[config.mk]
export PLATFORM = sky130hd
export DESIGN_NAME = req_encoder8_3
export DESIGN_NICKNAME = d
export VERILOG_FILES = /design/src/rtl/req_encoder8_3.sv
export SDC_FILE = /design/constraint.sdc
export NUM_CORES = 1
export LEC_CHECK = 0
export CORE_UTILIZATION = 45
export CTS_CLUSTER_DIAMETER = 150
export DETAILED_ROUTE_END_ITERATION = 8
export PLACE_DENSITY = 0.78
export SETUP_SLACK_MARGIN = 0.02
export SYNTH_ARGS = -nofsm -noshare
export SYNTH_HDL_FRONTEND = slang
export SYNTH_SLANG_ARGS = --single-unit
[constraint.sdc]
create_clock -name clk -period 2.25 [get_ports clk]
set_input_delay 0.45 -clock clk [delete_from_list [all_inputs] [get_ports clk]]
set_output_delay 0.45 -clock clk [all_outputs]
set_load 0.01 [all_outputs]
[src/rtl/req_encoder8_3.sv]
// Sequential 8-to-3 request encoder. It latches request pulses into a pending vector
// and presents one pending index at a time under a valid/ack handshake.
module req_encoder8_3 #(
    parameter bit ROUND_ROBIN = 1'b0
) (
    input  logic       clk,
    input  logic       rst_n,
    input  logic [7:0] req,
    input  logic       ack,
    input  logic       clr_ovr,
    output logic [2:0] code,
    output logic       valid,
    output logic [7:0] pending,
    output logic       overrun
);

    typedef enum logic {
        IDLE,
        PRESENT
    } state_e;

    state_e     state_q;
    logic [7:0] pending_q, pending_d;
    logic [2:0] code_q, code_d;
    logic       valid_q, valid_d;
    logic       overrun_q, overrun_d;
    logic [2:0] last_q, last_d;
    state_e     state_d;

    logic [7:0] clr;
    logic [7:0] rest;
    logic       accept;

    // Winner of search vector s. In round-robin mode the scan starts just after
    // index last and wraps; otherwise the highest set bit wins.
    function automatic logic [2:0] pick(input logic [7:0] s, input logic [2:0] last);
        logic [2:0] res;
        logic [2:0] idx;
        logic       found;
        res   = 3'd0;
        found = 1'b0;
        if (ROUND_ROBIN) begin
            for (int off = 1; off <= 8; off++) begin
                idx = last + 3'(off);
                if (!found && s[idx]) begin
                    res   = idx;
                    found = 1'b1;
                end
            end
        end else begin
            for (int i = 0; i < 8; i++) begin
                if (s[i]) res = 3'(i);
            end
        end
        return res;
    endfunction

    // NOTE: every variable written here gets a default first, so no latch is inferred.
    always_comb begin
        accept    = valid_q && ack;
        clr       = accept ? (8'h01 << code_q) : 8'h00;
        rest      = pending_q & ~clr;
        pending_d = rest | req;

        // Re-requesting a line in its own retire cycle is a fresh request, not an overrun.
        if (|(req & rest)) begin
            overrun_d = 1'b1;
        end else if (clr_ovr) begin
            overrun_d = 1'b0;
        end else begin
            overrun_d = overrun_q;
        end

        state_d = state_q;
        code_d  = code_q;
        valid_d = valid_q;
        last_d  = last_q;
        case (state_q)
            IDLE: begin
                valid_d = 1'b0;
                if (pending_q != 8'h00) begin
                    code_d  = pick(pending_q, last_q);
                    valid_d = 1'b1;
                    state_d = PRESENT;
                end
            end
            PRESENT: begin
                if (accept) begin
                    last_d = code_q;
                    // Requests arriving in this cycle are not in rest; they wait a cycle.
                    if (rest != 8'h00) begin
                        code_d = pick(rest, code_q);
                    end else begin
                        valid_d = 1'b0;
                        state_d = IDLE;
                    end
                end
            end
            default: begin
                valid_d = 1'b0;
                state_d = IDLE;
            end
        endcase
    end

    // NOTE: sequential state uses non-blocking assignments so all registers update together.
    always_ff @(posedge clk or negedge rst_n) begin
        if (!rst_n) begin
            state_q   <= IDLE;
            pending_q <= 8'h00;
            code_q    <= 3'd0;
            valid_q   <= 1'b0;
            overrun_q <= 1'b0;
            last_q    <= 3'd7;
        end else begin
            state_q   <= state_d;
            pending_q <= pending_d;
            code_q    <= code_d;
            valid_q   <= valid_d;
            overrun_q <= overrun_d;
            last_q    <= last_d;
        end
    end

    assign code    = code_q;
    assign valid   = valid_q;
    assign pending = pending_q;
    assign overrun = overrun_q;

endmodule

Word-level counts from Yosys, hierarchy flattened

Cells that the tools add are included.

Eq/ne operators: 4
Shift-type cells: 1
Muxes and demuxes: 28
Bitwise logic cells: 5
Reductions and logical operators: 7

Operator list:

| operator            | number |
|---|---|
| $mux 3              | 15 |
| $and 8x8->8         | 2 |
| $reduce_bool 8->1   | 2 |
| $mux 1              | 9 |
| $mux 8              | 1 |
| $not 8->8           | 1 |
| $or 8x8->8          | 1 |
| $reduce_or 8->1     | 1 |
| $shl 1x3->8 const A | 1 |
| $pmux 3 s2          | 1 |
| $ne 2x1->1 const B  | 2 |
| $ne 2x2->1 const B  | 2 |
| $pmux 1 s2          | 2 |
| $reduce_and 3->1    | 1 |
| $reduce_and 2->1    | 1 |
| $reduce_bool 2->1   | 1 |
| $logic_and 1x1->1   | 1 |
| $not 1->1           | 1 |

Register bits: 14
Input port bits: 12
Output and inout bits: 13
Logic and storage cells: 50

Logic depth before layout (Yosys ltp)

Gate-level depths: netlist of run 1.

Depth after elaboration: 14
Mapped depth: 6

Least setup slack after synthesis of run 1

Ideal clock, no wire load.

Path type: flip-flop to flip-flop
Start: reg code_q[2] (netlist: code[2])
End: reg code_q[0] (netlist: code[0])
Library setup time: 125 ps
Data arrival time: 1667 ps
Setup slack: 458 ps
Stages on the path, launching flop included: 7
Buffers on the path: 0
Path through: dfrtp_1 nand3b_1 o31ai_2 nand4_1 nor2_1 o22a_4 mux2_4

Cells in the longest elaborated chain, start to end: 14
Elaborated cells on any way between the ends: 17
Classes of those cells: eq/ne: 1; shift: 1; mux: 11; bitwise: 2; reduce/logical: 2

RTL lines:

| item                   | line | RTL |
|---|---|---|
| start, declared        | 24   | `logic [2:0] code_q, code_d;` |
| start signal, assigned | 118  | `code_q <= code_d;` |
| $shl 1x3->8 (*)        | 61   | `clr = accept ? (8'h01 << code_q) : 8'h00;` |
| $mux 8 (*)             | 61   |  |
| $not 8->8 (*)          | 62   | `rest = pending_q & ~clr;` |
| $and 8x8->8 (*)        | 62   |  |
| $mux 1                 | 52   | `if (s[i]) res = 3'(i);` |
| $mux 3 (6 in series)   | 52   |  |
| $mux 3                 | 91   | `if (rest != 8'h00) begin` |
| $mux 3                 | 88   | `if (accept) begin` |
| $pmux 3 s2             | 78   | `case (state_q)` |

Mark *: on every way between the ends. The rest lies on a longest branch, timed or not. The select of a mux whose other input is x is not followed.
A chain may end at the register's enable or synchronous reset.

Worst setup path in the final report of run 1

Start: in ack
End: reg code_q[2] (netlist: code[2])

Cells in the longest elaborated chain, start to end: 12
Elaborated cells on any way between the ends: 16
Classes of those cells: eq/ne: 2; mux: 9; bitwise: 2; reduce/logical: 3

RTL lines:

| item                  | line | RTL |
|---|---|---|
| start, declared       | 9    | `input logic ack,` |
| $logic_and 1x1->1 (*) | 60   | `accept = valid_q && ack;` |
| $mux 8                | 61   |  |
| $not 8->8             | 62   |  |
| $and 8x8->8           | 62   |  |
| $mux 3 (5 in series)  | 52   |  |
| $mux 3                | 91   |  |
| $mux 3                | 88   |  |
| $pmux 3 s2            | 78   |  |

Marked as above.

==> summary.md, run 1 <==
| Metric | Value |
|---|---|
| Crit path depth | `7` |
| Core Region | `0.00159 mm²` |
| Cts hold-fix bufs | `0` |
| RR Endpoint | `code[2]` |
| Final ANT Viol Nets | `0` |
| Synth Instances | `85` |
| Initial Util | `50.5%` |
| Wirelength, routed | `2.05 mm` |
| DRC errors left | `0` |
| Hpwl dp | `1.55 mm` |
| Num rows | `14` |
| First-pass GRT wire length | `3.37 mm` |
| Vias per std cell | `5.59` |
| Total power | `808 µW` |
| CP Class | `in -> reg` |
| Tmin final | `2.09 ns` |
| CP Launch Type | `input pin` |
| Worst hold path type | `in -> async` |
| Die Wd | `44.3 µm` |
| Mapped Area | `805 µm²` |
| Largest net degree at the start of global routing | `15` |
| Dpl cell area | `0.00113 mm²` |
| Syn nets | `97` |
| Crit end category | `register` |
| Peak VDD IR | `0.355 mV` |
| Sequential-to-total area share from yosys stat | `43.5%` |
| RSZ-0062 raised after global routing | `no` |
| Root buf cell | `clkbuf_4` |
| Wire length per cell | `14.3 µm` |
| Max-cap violations | `0` |
| Critical Path Max Stage Delay | `0.52 ns` |
| H-tree levels | `1` |
| Internal reg-to-reg setup slack | `0.35 ns` |
| Place WS | `-0.0806 ns` |
| Post-CTS Setup Inserts | `0` |
| Number of synthesized register bits | `14` |
| Placed insts | `140` |
| Post-layout util | `73.2%` |
| CP required | `2.43 ns` |
| Status | `finished, final reports clean` |
| Leading cell type in the layout, fill and taps excluded | `clkdlybuf4s50_1` |
| Post-CTS resize count | `0` |
| Full die area | `0.00196 mm²` |
| Yosys warns | `0` |
| # clock sinks | `14` |
| Final hold violation count | `0` |
| P_int | `533 µW` |
| Max Freq | `478 MHz` |
| Slew @ Worst Pin | `0.645 ns` |
| Finished Layout Cells | `144` |
| PwrDens | `692 mW/mm²` |
| Clock latency on the worst-skew pair | `0.28 ns` |
| Vias post-DR | `805` |
| Overflow after GRT | `0` |
| Combinational share of power | `35.1%` |
| TritonCTS clock tree | `built` |
| Yosys cell types | `31` |
| Layout cell share with drive strength beyond 1 | `20.8%` |
| Final Cycle Share | `93.0%` |
| WHS | `0.554 ns` |
| Worst setup path endpoint | `code[2]` |
| Clock Path Buffers | `2` |
| Initial antenna violation count | `0` |
| Worst reg2reg startpoint | `code[2]` |
| Die Span Y | `44.3 µm` |
| Worst path buffer plus inverter count | `1` |
| Max-slew violations | `0` |
| Crit Path Max Fanout | `5` |
| Placer congestion estimate | `0.941` |
| Ports | `25` |
| DRT Pass-1 Iters | `4` |
| Clk pin slew, worst setup/hold paths | `0.09 ns` |
| TritonCTS Buffers | `3` |
| Setup TNS | `0 ns` |
| Number of setup violations in the final report | `0` |
| CP delay by family, top | `simple AND/OR/NAND/NOR gates` |
| P_leak | `0.486 nW` |
| Worst-path cell chain | `clkdlybuf4s50_1 -> nand3b_1 -> o31ai_2 -> nand4_1 -> nor2_1 -> o22a_4 -> mux2_4` |
| Port Buffers | `24` |
| Clock Power Share | `23.1%` |
| Layout Skew | `0.00256 ns` |
| Final instance area | `0.00117 mm²` |
| FF-to-FF path depth | `6` |
| P&R area growth vs syn | `45.1%` |
| Critical path's slowest cell | `clkdlybuf4s50_1` |
| Switching share of power | `34.1%` |
| Nets | `133` |
| CP Launch Point | `ack` |
| Flop pwr share | `41.8%` |
| Most frequent cells in the layout | `clkdlybuf4s50_1 (24), dfrtp_1 (14), nand2_1 (13)` |
| Crit path setup slack, layout | `0.159 ns` |
| DRT iter0 DRCs | `30` |
| Vias in the first global route | `736` |
| Antenna diodes | `0` |
| Sw Pwr | `275 µW` |
| Mean Syn Cell Area | `9.46 µm²` |
| Crit path DAT | `2.27 ns` |
| Slew headroom | `56.9%` |
| Total Routing Usage GR | `24.0%` |
-- worst register-to-register path, delay by kind of cell, from the launching register on --
kind | cells | cell delay [ns]
flops | 1 | 0.42
compound gates | 2 | 0.46
mux | 1 | 0.30
simple gates | 3 | 0.61
-- registers in the layout (all words and copies together) (netlist names) --
name / flops
valid: 1
pending: 8
state_q: 1
overrun: 1
code: 3
-- Yosys cell counts --
| cell type | count | area, µm² |
|---|---|---|
| nand3_2 | 1 | 10.0 |
| mux2_2 | 1 | 11.3 |
| o211ai_1 | 1 | 7.51 |
| nor4_1 | 1 | 6.26 |
| mux2_4 | 3 | 45.0 |
| nor3_1 | 2 | 10.0 |
| dfrtp_1 | 14 | 350 |
| clkbuf_1 | 1 | 3.75 |
| o21a_1 | 1 | 7.51 |
| a21boi_1 | 1 | 7.51 |
| nand4_1 | 2 | 12.5 |
| o21ai_1 | 2 | 10.0 |
| inv_1 | 10 | 37.5 |
| nand2b_4 | 1 | 13.8 |
| o31a_1 | 1 | 8.76 |
| nand2b_1 | 2 | 12.5 |
| nand3_1 | 2 | 10.0 |
| o21ai_2 | 4 | 35.0 |
| nand2_1 | 13 | 48.8 |
| a31oi_1 | 1 | 6.26 |
| o22ai_1 | 3 | 18.8 |
| o31ai_2 | 2 | 25.0 |
| o221ai_1 | 2 | 17.5 |
| nor2_1 | 6 | 22.5 |
| a41oi_1 | 1 | 8.76 |
| or2b_1 | 1 | 7.51 |
| o21bai_1 | 1 | 7.51 |
| a21oi_1 | 2 | 10.0 |
| nand3b_1 | 1 | 7.51 |
| o22a_4 | 1 | 17.5 |
| or4_1 | 1 | 7.51 |
-- worst min path at each step --
stage	from	end	slack, ns	cells after the start
final	rst_n	pending[4]	0.55	1
after global routing	rst_n	code[2]	0.58	1
after CTS	rst_n	pending[6]	0.56	1
after detailed placement	code[2]	code[2]	0.57	1
after global placement	valid	valid	0.57	2
after floorplan	rst_n	code[0]	0.15	0
-- area by class of cell --
class                      count  area, µm²
clock buffer                   4       36.3
fill                         118        427
inverter                      10       37.5
multi-input combinational     60        413
sequential                    14        350
tap                           24       30.0
timing repair buffer          32        300
-- routing by layer --
layer | routed length [µm] | up-vias | GRT usage, %
li1 | - | 372 | -
met1 | 916 | 385 | 31.0
met2 | 988 | 42 | 37.9
met3 | 111 | 6 | 3.67
met4 | 36 | 0 | 13.9
met5 | 0 | - | 0
-- power groups by stage --
stage,logic (mW),registers [mW],clock network (mW)
floorplan,0.130,0.338,0
global placement,0.273,0.336,0
detailed placement,0.281,0.340,0
CTS,0.283,0.336,0.192
global route,0.304,0.340,0.209
finish,0.284,0.338,0.186
-- cells by family (layout without fill, tap and decap cells) --
family / count (synthesis) / after routing / synth area share, %
mux: 4 / 4 / 7.00
flops: 14 / 14 / 43.5
simple gates: 33 / 33 / 21.0
compound gates: 23 / 23 / 23.3
buf+inv: 11 / 46 / 5.13
(Power assumes the default switching activity.)
==> run 2, diff against run 1 <==
--- a/config.mk
+++ b/config.mk
@@ -5,6 +5,7 @@
 export SDC_FILE = /design/constraint.sdc
 export NUM_CORES = 1
 export LEC_CHECK = 0
+export CORE_MARGIN = 3
 export CORE_UTILIZATION = 45
 export CTS_CLUSTER_DIAMETER = 150
 export DETAILED_ROUTE_END_ITERATION = 8
==> run 2 against run 1 <==
Effect of this change: wire length fell by 2.6%; non-clock buffer count unchanged; register-to-register slack improved by 0.03 ns; critical endpoint unchanged; maximum frequency grew 1.2%; die area grew 19%; critical path type unchanged; sequential cell count is the same.
==> summary.md, run 2 (synthesized netlist as in run 1, its figures left out) <==
| Metric | Value |
|---|---|
| Ports | `25 (unchanged)` |
| Overflow after GRT | `0 (unchanged)` |
| Hpwl dp | `1.55 mm (about the same)` |
| Vias in the first global route | `728 (was 736)` |
| H-tree levels | `1 (unchanged)` |
| Cts hold-fix bufs | `0 (unchanged)` |
| Vias post-DR | `768 (was 805)` |
| Root buf cell | `clkbuf_4 (unchanged)` |
| Final Cycle Share | `91.9% (was 93.0%)` |
| Internal reg-to-reg setup slack | `0.38 ns (was 0.35 ns)` |
| Peak VDD IR | `0.550 mV (was 0.355 mV)` |
| Wire length per cell | `13.9 µm (was 14.3 µm)` |
| RR Endpoint | `code[2] (unchanged)` |
| Core Region | `0.00159 mm² (unchanged)` |
| Total power | `799 µW (was 808 µW)` |
| Placed insts | `140 (unchanged)` |
| Final ANT Viol Nets | `0 (unchanged)` |
| FF-to-FF path depth | `6 (unchanged)` |
| Full die area | `0.00233 mm² (was 0.00196 mm²)` |
| Leading cell type in the layout, fill and taps excluded | `clkdlybuf4s50_1 (unchanged)` |
| Crit path setup slack, layout | `0.183 ns (was 0.159 ns)` |
| Nets | `133 (unchanged)` |
| Crit end category | `register (unchanged)` |
| Most frequent cells in the layout | `clkdlybuf4s50_1 (24), dfrtp_1 (14), nand2_1 (13) (unchanged)` |
| Crit path DAT | `2.24 ns (was 2.27 ns)` |
| CP required | `2.42 ns (was 2.43 ns)` |
| Layout Skew | `0.00296 ns (was 0.00256 ns)` |
| Number of setup violations in the final report | `0 (unchanged)` |
| Reg area | `350 µm² (unchanged)` |
| Initial antenna violation count | `0 (unchanged)` |
| Worst hold path type | `in -> async (unchanged)` |
| Wirelength, routed | `2.00 mm (was 2.05 mm)` |
| TritonCTS Buffers | `3 (unchanged)` |
| First-pass GRT wire length | `3.15 mm (was 3.37 mm)` |
| Finished Layout Cells | `144 (unchanged)` |
| DRT iter0 DRCs | `14 (was 30)` |
| Die Wd | `48.3 µm (was 44.3 µm)` |
| # clock sinks | `14 (unchanged)` |
| Post-CTS resize count | `0 (unchanged)` |
| Place WS | `-0.0724 ns (was -0.0806 ns)` |
| Clock latency on the worst-skew pair | `0.28 ns (about the same)` |
| CP Class | `in -> reg (unchanged)` |
| Largest register FFs | `8 (unchanged)` |
| CP Launch Type | `input pin (unchanged)` |
| RSZ-0062 raised after global routing | `no (unchanged)` |
| Tmin final | `2.07 ns (was 2.09 ns)` |
| DRC errors left | `0 (unchanged)` |
| Slew @ Worst Pin | `0.642 ns (was 0.645 ns)` |
| Layout cell share with drive strength beyond 1 | `20.8% (unchanged)` |
| Largest net degree at the start of global routing | `15 (unchanged)` |
| DRT Pass-1 Iters | `4 (unchanged)` |
| Antenna diodes | `0 (unchanged)` |
| TritonCTS clock tree | `built (unchanged)` |
| Final instance area | `0.00117 mm² (unchanged)` |
| Crit Path Max Fanout | `5 (unchanged)` |
| Vias per std cell | `5.33 (was 5.59)` |
| Num rows | `14 (unchanged)` |
| Clk pin slew, worst setup/hold paths | `0.09 ns (about the same)` |
| P&R area growth vs syn | `45.1% (unchanged)` |
| Worst reg2reg startpoint | `code[2] (unchanged)` |
| Total Routing Usage GR | `20.3% (was 24.0%)` |
| Max Freq | `484 MHz (was 478 MHz)` |
| P_leak | `0.486 nW (unchanged)` |
| CP Launch Point | `ack (unchanged)` |
| Multi-input logic area | `413 µm² (unchanged)` |
| Worst setup path endpoint | `code[2] (unchanged)` |
| Max-cap violations | `0 (unchanged)` |
| Dpl cell area | `0.00113 mm² (unchanged)` |
| Final hold violation count | `0 (unchanged)` |
| PwrDens | `684 mW/mm² (was 692 mW/mm²)` |
| Placer congestion estimate | `0.837 (was 0.941)` |
| Max-slew violations | `0 (unchanged)` |
| Slew headroom | `57.1% (was 56.9%)` |
| Die Span Y | `48.3 µm (was 44.3 µm)` |
| Status | `finished, final reports clean (unchanged)` |
| Post-CTS Setup Inserts | `0 (unchanged)` |
| Initial Util | `50.5% (unchanged)` |
| Fill count | `109 (was 118)` |
| Port Buffers | `24 (unchanged)` |
| Clock Path Buffers | `2 (unchanged)` |
==> run 2: cell counts in the layout (fill, tap and decap cells not counted) <==
No cell type changed its count.
==> run 2: cell type report <==
cell class,count,area share [%]
sequential,14,30.0
multi-input combinational,60,35.4
timing repair buffer,32,25.7
clock buffer,4,3.11
tap,24,2.57
inverter,10,3.22
==> run 2: worst max-delay path, stage by stage <==
cell and delay [ns]:
clkdlybuf4s50_1 0.51, nand3_2 0.18, o31ai_2 0.30, nand4_1 0.17, nor2_1 0.16, o22a_4 0.18, mux2_4 0.29
==> run 2: through the flow <==
| stage | TNS, ns | util, % | hold WS, ns |
|---|---|---|---|
| finish | 0 | 73.2 | 0.560 |
| global route | 0 | 73.2 | 0.600 |
| CTS | 0 | 73.2 | 0.586 |
| detailed placement | -0.251 | 71.0 | 0.570 |
| global placement | -0.101 | 71.0 | 0.566 |
| floorplan | 0 | - | 0.154 |
==> run 2: report_power, final <==
part	total, mW	switching, mW	internal, mW
sequential	0.335	0.0569	0.278
combinational	0.281	0.125	0.156
clock	0.183	0.0845	0.0984
total	0.799	0.266	0.533
==> run 2: how the worst min path moves through the flow <==
stage	startpoint	to	slack, ns	cells after the start
2_1_floorplan	rst_n	code[0]	0.15	0
3_3_place_gp	valid	valid	0.57	2
3_5_place_dp	code[2]	code[2]	0.57	1
4_1_cts	rst_n	code[0]	0.59	1
5_1_grt	rst_n	pending[4]	0.60	1
6_report	rst_n	code[0]	0.56	1
==> run 2: metal layers <==
metal	track usage (%)	up-vias	share of wire, %
met5	0	-	0
met4	11.8	0	2.5
met3	6.27	8	8.0
met2	30.7	31	46
met1	25.2	358	44
li1	-	371	-
==> run 3, diff against run 2 <==
--- a/config.mk
+++ b/config.mk
@@ -5,11 +5,14 @@
 export SDC_FILE = /design/constraint.sdc
 export NUM_CORES = 1
 export LEC_CHECK = 0
+export CELL_PAD_IN_SITES_DETAIL_PLACEMENT = 1
+export CELL_PAD_IN_SITES_GLOBAL_PLACEMENT = 1
+export CORE_ASPECT_RATIO = 1.75
 export CORE_MARGIN = 3
-export CORE_UTILIZATION = 45
+export CORE_UTILIZATION = 33
 export CTS_CLUSTER_DIAMETER = 150
 export DETAILED_ROUTE_END_ITERATION = 8
-export PLACE_DENSITY = 0.78
+export PLACE_DENSITY_LB_ADDON = 0.1
 export SETUP_SLACK_MARGIN = 0.02
 export SYNTH_ARGS = -nofsm -noshare
 export SYNTH_HDL_FRONTEND = slang
==> run 3 against run 2 <==
Effect of this change: critical path depth shrank 1; sequential cell count did not move; worst hold slack better by 0.031 ns; wire length up 30%; combinational power up 2%; critical endpoint is now code[1]; largest cell class unchanged.
==> summary.md, run 3 (synthesized netlist as in run 1, its figures left out) <==
| Metric | Value |
|---|---|
| PwrDens | `734 mW/mm² (was 684 mW/mm²)` |
| Initial Util | `34.9% (was 50.5%)` |
| Port Buffers | `24 (unchanged)` |
| Max Freq | `506 MHz (was 484 MHz)` |
| Place WS | `-0.203 ns (was -0.0724 ns)` |
| Clock Path Buffers | `2 (unchanged)` |
| DRC errors left | `0 (unchanged)` |
| CP Class | `reg -> reg (was in -> reg)` |
| CP required | `2.39 ns (was 2.42 ns)` |
| DRT Pass-1 Iters | `4 (unchanged)` |
| Total power | `879 µW (was 799 µW)` |
| Status | `finished, final reports clean (unchanged)` |
| Cts hold-fix bufs | `0 (unchanged)` |
| P_leak | `0.508 nW (was 0.486 nW)` |
| Setup TNS | `0 ns (unchanged)` |
| Max-cap violations | `0 (unchanged)` |
| Wire length per cell | `17.7 µm (was 13.9 µm)` |
| DRT iter0 DRCs | `27 (was 14)` |
| Vias per std cell | `5.45 (was 5.33)` |
| Slew @ Worst Pin | `0.657 ns (was 0.642 ns)` |
| Layout Skew | `0.00293 ns (was 0.00296 ns)` |
| Crit path DAT | `2.11 ns (was 2.24 ns)` |
| Core Region | `0.00230 mm² (was 0.00159 mm²)` |
| Initial antenna violation count | `0 (unchanged)` |
| TritonCTS clock tree | `built (unchanged)` |
| Num rows | `23 (was 14)` |
| WHS | `0.591 ns (was 0.560 ns)` |
| Die Span Y | `71.3 µm (was 48.3 µm)` |
| Ports | `25 (unchanged)` |
| Worst path buffer plus inverter count | `0 (was 1)` |
| CP Launch Type | `register (was input pin)` |
| RSZ-0062 raised after global routing | `no (unchanged)` |
| Overflow after GRT | `0 (unchanged)` |
| H-tree levels | `1 (unchanged)` |
| Nets | `134 (was 133)` |
| Clk pin slew, worst setup/hold paths | `0.06 ns (was 0.09 ns)` |
| Tmin final | `1.98 ns (was 2.07 ns)` |
| Wirelength, routed | `2.59 mm (was 2.00 mm)` |
| Largest net degree at the start of global routing | `15 (unchanged)` |
| Full die area | `0.00309 mm² (was 0.00233 mm²)` |
| Critical path's slowest cell | `dfrtp_1 (was clkdlybuf4s50_1)` |
| CP delay by family, top | `simple AND/OR/NAND/NOR gates (was buffers and inverters)` |
| Number of setup violations in the final report | `0 (unchanged)` |
| Reg area | `350 µm² (unchanged)` |
| Root buf cell | `clkbuf_8 (was clkbuf_4)` |
| Final hold violation count | `0 (unchanged)` |
| Placed insts | `141 (was 140)` |
| Fill count | `271 (was 109)` |
| P&R area growth vs syn | `48.8% (was 45.1%)` |
| Layout cell share with drive strength beyond 1 | `21.5% (was 20.8%)` |
| Most frequent cells in the layout | `clkdlybuf4s50_1 (23), dfrtp_1 (14), nand2_1 (13) (was clkdlybuf4s50_1 (24), dfrtp_1 (14), nand2_1 (13))` |
| Worst hold path type | `reg -> reg (was in -> async)` |
| Antenna diodes | `0 (unchanged)` |
| Final Cycle Share | `87.8% (was 91.9%)` |
| Internal reg-to-reg setup slack | `0.27 ns (was 0.38 ns)` |
| Slew headroom | `56.0% (was 57.1%)` |
| Crit path setup slack, layout | `0.273 ns (was 0.183 ns)` |
| Worst-path cell chain | `nand3b_1 -> o31ai_2 -> nand4_1 -> nor2_1 -> o22a_4 -> mux2_4 (was clkdlybuf4s50_1 -> nand3_2 -> o31ai_2 -> nand4_1 -> nor2_1 -> o22a_4 -> mux2_4)` |
| Final ANT Viol Nets | `0 (unchanged)` |
| Finished Layout Cells | `146 (was 144)` |
| Crit end category | `register (unchanged)` |
| Vias post-DR | `795 (was 768)` |
| # clock sinks | `14 (unchanged)` |
| Clock latency on the worst-skew pair | `0.25 ns (was 0.28 ns)` |
| Crit Path Max Fanout | `5 (unchanged)` |
| Vias in the first global route | `929 (was 728)` |
| Multi-input logic area | `413 µm² (unchanged)` |
| TritonCTS Buffers | `3 (unchanged)` |
| Placer congestion estimate | `0.836 (was 0.837)` |
| Total Routing Usage GR | `19.2% (was 20.3%)` |
| Peak VDD IR | `0.388 mV (was 0.550 mV)` |
| Leading cell type in the layout, fill and taps excluded | `clkdlybuf4s50_1 (unchanged)` |
| Critical Path Max Stage Delay | `0.42 ns (was 0.51 ns)` |
| Largest register FFs | `8 (unchanged)` |
| Hpwl dp | `2.07 mm (was 1.55 mm)` |
| Max-slew violations | `0 (unchanged)` |
| Die Wd | `43.3 µm (was 48.3 µm)` |
| First-pass GRT wire length | `4.48 mm (was 3.15 mm)` |
[run 3: changes by cell type in the layout (fill, tap and decap cells not counted), sizes merged]
| cell | previous run | this run |
|---|---|---|
| buf | 8 | 9 |
| dlymetal6s2s | 0 | 1 |
| clkdlybuf4s50 | 24 | 23 |
[run 3: final timing paths]
check / from / depth (start not counted) / to
hold reg to reg: overrun / 2 / overrun
setup reg to reg: code[2] / 6 / code[1]
hold / removal: overrun / 2 / overrun
min in group asynchronous: rst_n / 1 / code[1]
setup / recovery: code[2] / 6 / code[1]
max in group asynchronous: rst_n / 1 / overrun
[run 3: worst register-to-register path: cells and delay by family (launching register included)]
| family | cells | cell delay [ns] |
|---|---|---|
| mux | 1 | 0.30 |
| simple gates | 3 | 0.66 |
| flops | 1 | 0.42 |
| compound gates | 2 | 0.49 |
[run 3: per-stage QoR]
stage	util, %	instance area (µm²)
4_1_cts	51.6	1190
2_1_floorplan	-	805
3_5_place_dp	49.2	1130
3_3_place_gp	49.2	1130
6_report	52.0	1200
5_1_grt	52.0	1200
[run 3: repair_timing]
action / in CTS / in global routing
endpoints found under the hold margin: 0 / 0
buffers inserted: 0 / 1
resized for setup: 0 / 1
endpoints found under the setup margin: 0 / 3
[run 3: per-layer routing]
metal / global-route usage, % / vias up / part of all wire (%)
met5: 0 / - / 0
met3: 3.27 / 2 / 3.3
met1: 20.8 / 401 / 38
li1: - / 373 / -
met4: 6.38 / 0 / 0.81
met2: 35.9 / 19 / 58
[run 3: power breakdown]
| group | internal, mW | total, mW | leakage, nW | switching [mW] |
|---|---|---|---|---|
| Clock | 0.155 | 0.251 | 0.0288 | 0.0958 |
| Sequential | 0.278 | 0.341 | 0.128 | 0.0626 |
| Combinational | 0.156 | 0.287 | 0.352 | 0.131 |
[run 3: final cells by class]
type | count | area share (%)
Inverter | 10 | 3.13
Timing Repair Buffer | 33 | 25.9
Tap cell | 25 | 2.61
Clock buffer | 4 | 4.60
Sequential cell | 14 | 29.3
Multi-Input combinational cell | 60 | 34.5
